<file path="src/rtl/scramble.sv">
// Frame generator: fixed preamble with start-of-frame delimiter, then a payload
// additively scrambled with PRBS15 (x^15+x^14+1), 16 serial steps per word.
module scramble #(
    parameter int          PREAMBLE_LEN = 64,
    parameter int          PAYLOAD_LEN  = 1024,
    parameter logic [14:0] SEED         = 15'h7FFF
) (
    input  logic        clk,
    input  logic        reset,
    input  logic        start,
    input  logic [15:0] data_in,
    input  logic        in_valid,
    output logic        in_ready,
    output logic [15:0] scramble_data,
    output logic        data_valid,
    output logic        frame_done
);

    localparam int DATA_W = 16;
    localparam int LFSR_W = 15;
    localparam int PRE_W  = (PREAMBLE_LEN > 1) ? $clog2(PREAMBLE_LEN) : 1;
    localparam int PAY_W  = (PAYLOAD_LEN > 1) ? $clog2(PAYLOAD_LEN) : 1;

    localparam logic [PRE_W-1:0]  PRE_LAST = PRE_W'(PREAMBLE_LEN - 1);
    localparam logic [PAY_W-1:0]  PAY_LAST = PAY_W'(PAYLOAD_LEN - 1);
    localparam logic [DATA_W-1:0] PRE_WORD = 16'h5555;
    localparam logic [DATA_W-1:0] SFD_WORD = 16'hD5D5;

    typedef enum logic [1:0] {
        IDLE,
        PREAMBLE,
        PAYLOAD
    } state_t;

    state_t              state_q,     state_d;
    logic [PRE_W-1:0]    pre_cnt_q,   pre_cnt_d;
    logic [PAY_W-1:0]    pay_cnt_q,   pay_cnt_d;
    logic [LFSR_W-1:0]   lfsr_q,      lfsr_d;
    logic [DATA_W-1:0]   sdata_q,     sdata_d;
    logic                dvalid_q,    dvalid_d;
    logic                in_ready_q,  in_ready_d;
    logic                done_q,      done_d;

    logic [LFSR_W-1:0]   lfsr_adv;
    logic [DATA_W-1:0]   scr_word;
    logic [PRE_W-1:0]    pre_nxt;
    logic                accept;

    function automatic logic [DATA_W-1:0] preamble_word(input logic [PRE_W-1:0] idx);
        return (idx == PRE_LAST) ? SFD_WORD : PRE_WORD;
    endfunction

    // Unrolled serial scrambler: returns {advanced LFSR, scrambled word}, MSB processed first.
    function automatic logic [LFSR_W+DATA_W-1:0] prbs15_scramble(
        input logic [DATA_W-1:0] din,
        input logic [LFSR_W-1:0] lin
    );
        logic [LFSR_W-1:0] l;
        logic [DATA_W-1:0] o;
        logic              key;
        l = lin;
        o = '0;
        for (int n = 0; n < DATA_W; n++) begin
            key            = l[14] ^ l[13];
            o[DATA_W-1-n]  = din[DATA_W-1-n] ^ key;
            l              = {l[13:0], key};
        end
        return {l, o};
    endfunction

    assign {lfsr_adv, scr_word} = prbs15_scramble(data_in, lfsr_q);
    assign pre_nxt = pre_cnt_q + 1'b1;
    assign accept  = in_valid && in_ready_q;

    always_comb begin
        state_d   = state_q;
        pre_cnt_d = pre_cnt_q;
        pay_cnt_d = pay_cnt_q;
        lfsr_d    = lfsr_q;
        sdata_d   = sdata_q;
        dvalid_d  = 1'b0;
        done_d    = 1'b0;
        case (state_q)
            IDLE: begin
                if (start) begin
                    state_d   = PREAMBLE;
                    pre_cnt_d = '0;
                    pay_cnt_d = '0;
                    lfsr_d    = SEED;
                    sdata_d   = preamble_word('0);
                    dvalid_d  = 1'b1;
                end
            end
            PREAMBLE: begin
                // pre_cnt_q indexes the word currently on the output register
                if (pre_cnt_q == PRE_LAST) begin
                    state_d   = PAYLOAD;
                    pre_cnt_d = '0;
                    pay_cnt_d = '0;
                end else begin
                    pre_cnt_d = pre_nxt;
                    sdata_d   = preamble_word(pre_nxt);
                    dvalid_d  = 1'b1;
                end
            end
            PAYLOAD: begin
                if (accept) begin
                    sdata_d  = scr_word;
                    dvalid_d = 1'b1;
                    lfsr_d   = lfsr_adv;
                    if (pay_cnt_q == PAY_LAST) begin
                        state_d   = IDLE;
                        pay_cnt_d = '0;
                        done_d    = 1'b1;
                    end else begin
                        pay_cnt_d = pay_cnt_q + 1'b1;
                    end
                end
            end
            default: state_d = IDLE;
        endcase
        in_ready_d = (state_d == PAYLOAD);
    end

    always_ff @(posedge clk or posedge reset) begin
        if (reset) begin
            state_q    <= IDLE;
            pre_cnt_q  <= '0;
            pay_cnt_q  <= '0;
            lfsr_q     <= SEED;
            sdata_q    <= '0;
            dvalid_q   <= 1'b0;
            in_ready_q <= 1'b0;
            done_q     <= 1'b0;
        end else begin
            state_q    <= state_d;
            pre_cnt_q  <= pre_cnt_d;
            pay_cnt_q  <= pay_cnt_d;
            lfsr_q     <= lfsr_d;
            sdata_q    <= sdata_d;
            dvalid_q   <= dvalid_d;
            in_ready_q <= in_ready_d;
            done_q     <= done_d;
        end
    end

    assign in_ready      = in_ready_q;
    assign scramble_data = sdata_q;
    assign data_valid    = dvalid_q;
    assign frame_done    = done_q;

endmodule

</file>
<file path="config.mk">
export PLATFORM = sky130hd
export DESIGN_NAME = scramble
export DESIGN_NICKNAME = d
export VERILOG_FILES = /design/src/rtl/scramble.sv
export SDC_FILE = /design/constraint.sdc
export NUM_CORES = 1
export LEC_CHECK = 0
export CAP_MARGIN = 10
export CELL_PAD_IN_SITES_DETAIL_PLACEMENT = 0
export CELL_PAD_IN_SITES_GLOBAL_PLACEMENT = 1
export CORE_MARGIN = 2
export CORE_UTILIZATION = 40
export CTS_CLUSTER_DIAMETER = 120
export DETAILED_ROUTE_END_ITERATION = 8
export PLACE_DENSITY = 0.72
export SLEW_MARGIN = 0
export SYNTH_ARGS = -nofsm -noshare
export SYNTH_HDL_FRONTEND = slang
export SYNTH_SLANG_ARGS = --single-unit
</file>
<file path="constraint.sdc">
create_clock -name clk -period 3.36 [get_ports clk]
set_input_delay 0.84 -clock clk [delete_from_list [all_inputs] [get_ports clk]]
set_output_delay 0.84 -clock clk [all_outputs]
set_load 0.005 [all_outputs]
</file>
**Yosys cells after proc, flatten, opt, wreduce, memory -nomap -nowiden**

Index checks and enable logic that the tools add are counted.

- Bitwise logic cells: 32
- Mux-type cells: 28
- Eq/ne operators: 10
- Add/subtract/negate cells: 2
- Reduce and logical (&&, ||, !) cells: 9

Operators with widths:

| cell | count |
|---|---|
| 16-bit two-way mux | 4 |
| 16-bit case mux with 3 select lines | 1 |
| 10-bit two-way mux | 4 |
| 1-bit bitwise XOR | 32 |
| 15-bit two-way mux | 2 |
| 10-bit case mux with 3 select lines | 1 |
| 15-bit case mux with 2 select lines | 1 |
| 6-bit equality test (second input constant) | 2 |
| 6-bit two-way mux | 2 |
| 6-bit case mux with 2 select lines | 1 |
| 10-bit by 1-bit adder with 10-bit output (second input constant) | 1 |
| 10-bit equality test (second input constant) | 1 |
| 2-bit two-way mux | 4 |
| 2-bit inequality test (second input constant) | 4 |
| 4-bit AND reduction | 2 |
| 6-bit by 1-bit adder with 6-bit output (second input constant) | 1 |
| 1-bit two-way mux | 6 |
| 2-bit case mux with 3 select lines | 1 |
| 2-bit equality test (second input constant) | 2 |
| 2-bit nonzero test | 2 |
| 1-bit case mux with 3 select lines | 1 |
| 3-bit AND reduction | 1 |
| 3-bit nonzero test | 1 |
| 2-bit by 1-bit equality test with 1-bit output (second input constant) | 1 |
| 3 further kinds | 3 |

- Output and inout bits: 19
- Register bits: 52
- Bits of input ports: 20

**Logic depth before layout (Yosys ltp)**

- Depth after elaboration: 5
- Depth in mapped cells: 8
- Mapped depth without buffers: 7

**Worst setup path before layout**

OpenSTA, ideal clock, no wires.

- Kind: input port to flip-flop
- Start: input in_valid
- End: register pay_cnt_q[6]
- Data arrival time: 1.982 ns
- Path slack: 1.291 ns
- Cell stages on the path: 5
- Path buffers: 0
- Cells stage by stage: nand2_1 -> a211oi_4 -> nand4_2 -> or4_1 -> o211ai_1

- Cells in the longest elaborated chain, start to end: 3

RTL lines:

| element | line | text |
|---|---|---|
| from (decl) | 12 | `input logic in_valid,` |
| 1-bit logical AND | 73 | `assign accept = in_valid && in_ready_q;` |
| 2-bit inequality test (no source line) | -- |  |
| 4-bit AND reduction (no source line) | -- |  |
| to (signal assigned) | 138 | `pay_cnt_q <= pay_cnt_d;` |
| to (decl) | 37 | `logic [PAY_W-1:0] pay_cnt_q, pay_cnt_d;` |

Every way passes these cells.
A chain may end at the register's enable or synchronous reset.

**Worst setup path in the final report**

Ends and elaborated chain as after synthesis.

==> results_dict.tcl <==
set metrics [dict create \
    status "finished, final reports clean" \
    synth_top_area_share_pct 34.0 \
    synth_seq_cells 52 \
    clock-skew-final_ns 0.0110 \
    fin_crit_sh_pct 74.5 \
    hold_buffers 0 \
    syn_avg_cell_area_um2 10.2 \
    busiest_layer "met1" \
    yosysWarnings 0 \
    relSlewSlack_pct 41.7 \
    io_pins 39 \
    vias 2039 \
    rsz0062_at_grt "false" \
    drt-initial-drc-count 88 \
    grt_util_met1_pct 25.2 \
    cts_tree "yes" \
    path_max_fanout 8 \
    totalWireLength_mm 5.87 \
    wl_per_cell_um 15.1 \
    grt_pass1_wl_mm 9.96 \
    startpoint "in_valid" \
    reg2reg_from "state_q[0]" \
    worstSetupEndpointType "flop" \
    min_period_ns 2.50 \
    portBuffers 38 \
    syn-cell-area_mm2 0.00272 \
    tns_ns 0 \
    synthCells 268 \
    required_ns 3.59 \
    synthTopCellsByArea "dfrtp_1 (34%), dfstp_2 (14%), xor2_1 (8.0%), nand2_1 (4.5%), o22a_1 (4.5%)" \
    die_w_um 86.5 \
    path_cells "clkdlybuf4s50_1, nand2_1, a211oi_4, nand4_2, or4_1, o211ai_1" \
    tightest_slew_ns 0.875 \
    dr.pass1.iters 4 \
    numCtsBuffers 5 \
    synth-seq-area-share_pct 48.5 \
    track_usage_pct 17.0 \
    dieArea_mm2 0.00748 \
    vdd_drop_max_mv 0.199 \
    hpwl_mm 4.26 \
    grt_use_met3_pct 3.33 \
    p_leak_nw 1.26 \
    slowest_delay_ns 0.51 \
    rows 30 \
    insertion_delay_ns 0.32 \
    antenna_found_initial 0 \
    layout_commonest_cell "clkdlybuf4s50_1" \
    drv_cap 0 \
    final_area_mm2 0.00329 \
    cts_setup_buffers 0 \
    start_kind "input pin" \
    via_per_inst 5.26 \
    initial_core_util_pct 40.7 \
    async_flop_share_pct 100 \
    die_y_um 86.5 \
    hold_start "pay_cnt_q[9]" \
    cts_buffer_depth 2 \
    core_area_mm2 0.00668 \
    yosys.area.top_type "dfrtp_1" \
    antenna_cells 0 \
    timing.fmax_mhz 400 \
    dpl-instance-area_mm2 0.00320 \
    layout_common_cells "clkdlybuf4s50_1 (38), dfrtp_1 (37), nand2_1 (33)" \
    final_max_slew_viol_count 0 \
    crit_path_top_delay_cell "clkdlybuf4s50_1" \
    root_buffer "clkbuf_8" \
    use_met2_pct 24.7 \
    overflow 0 \
    cts_resized 0 \
    final_net_count 334 \
    clkSinkCount 52 \
    setup_viol 0 \
    htree_levels 2 \
    gp_congestion 0.726 \
    worstSetupPathType "input pin to flop" \
    path_clk_slew_ns 0.10 \
    grt_max_degree 30 \
    pwr_density_cell_mw_per_mm2 493 \
    synth_nets 295 \
    synth-main-ff-cell "dfrtp_1" \
    first_global_vias 2009 \
    hold_path.class "flop to flop" \
    drc 0 \
    ant_nets 0 \
    worstPathArrival_ns 2.74 \
    layout-drive-gt1-share_pct 11.7 \
    syn_to_final_growth_pct 20.7 \
    hold_violations 0 \
    ys_types 39 \
    synth_edf_count 0 \
]
[final timing paths]
kind	end	slack, ns	cells after the start
max	pay_cnt_q[6]	0.86	6
min	pay_cnt_q[9]	0.48	1
max reg2reg	pay_cnt_q[6]	0.95	6
min reg2reg	pay_cnt_q[9]	0.48	1
max in group asynchronous	lfsr_q[13]	1.87	3
min in group asynchronous	scramble_data[3]	0.88	2
[metal layers]
layer / wire length, um / share of wire [%]
met5: 0 / 0
met4: 42 / 0.72
met3: 155 / 2.6
met2: 2680 / 46
met1: 2990 / 51
[synth_stat cells, types with 2 or more instances]
cell,n
dfrtp_1,37
nand2_1,33
xor2_1,25
o21ai_0,18
nor2_1,17
a21oi_1,15
dfstp_2,15
o22a_1,14
o31ai_1,13
inv_1,10
xnor2_1,10
nand3_1,8
ha_1,7
clkbuf_1,5
nor2b_1,5
a31oi_1,3
and2_1,3
buf_2,3
nand2b_1,3
nand4_1,2
nand4_2,2
or2_2,2
or4_1,2
[cell families (layout without fill, tap and decap cells)]
| logic type | Yosys count | count (layout) | share of synthesized area (%) |
|---|---|---|---|
| xor+xnor | 35 | 35 | 11.3 |
| simple gates | 81 | 81 | 14.9 |
| flops | 52 | 52 | 48.5 |
| compound gates | 75 | 75 | 19.5 |
| fa+ha+maj | 7 | 7 | 3.22 |
| buf+inv | 18 | 58 | 2.62 |
[area by class of cell]
type	instances	area, um^2
Clock inverter	2	16.3
Clock buffer	6	72.6
Tap cell	80	100
Multi-Input combinational cell	198	1330
Inverter	10	37.5
Sequential cell	52	1320
Fill cell	636	3400
Timing Repair Buffer	40	408
[flip-flops by register name (all words and copies together) (netlist names)]
register / flops
in_ready: 1
pay_cnt_q: 10
frame_done: 1
lfsr_q: 15
pre_cnt_q: 6
scramble_data: 16
state_q: 2
data_valid: 1
[worst max-delay path, delay by kind of cell]
kind                   cells  cell delay, ns
buffers and inverters      1            0.51
and+or+nand+nor            3            0.92
AOI/OAI and AO/OA          2            0.47
[through the flow]
| step | std cells | total power, mW | hold slack [ns] | worst slack (ns) | utilization [%] |
|---|---|---|---|---|---|
| after floorplan | 268 | 1.05 | 0.445 | 1.29 | - |
| after global placement | 380 | 1.27 | 0.463 | 0.583 | 47.8 |
| after detailed placement | 380 | 1.27 | 0.465 | 0.508 | 47.8 |
| after CTS | 388 | 1.64 | 0.482 | 0.853 | 49.2 |
| after global routing | 388 | 1.73 | 0.500 | 0.703 | 49.2 |
| final | 388 | 1.62 | 0.483 | 0.858 | 49.2 |
[power breakdown]
part	internal, mW	switching, mW	total (mW)
Clock	0.149	0.219	0.367
Sequential	0.698	0.0530	0.751
Combinational	0.221	0.279	0.500
(Power assumes the default switching activity.)
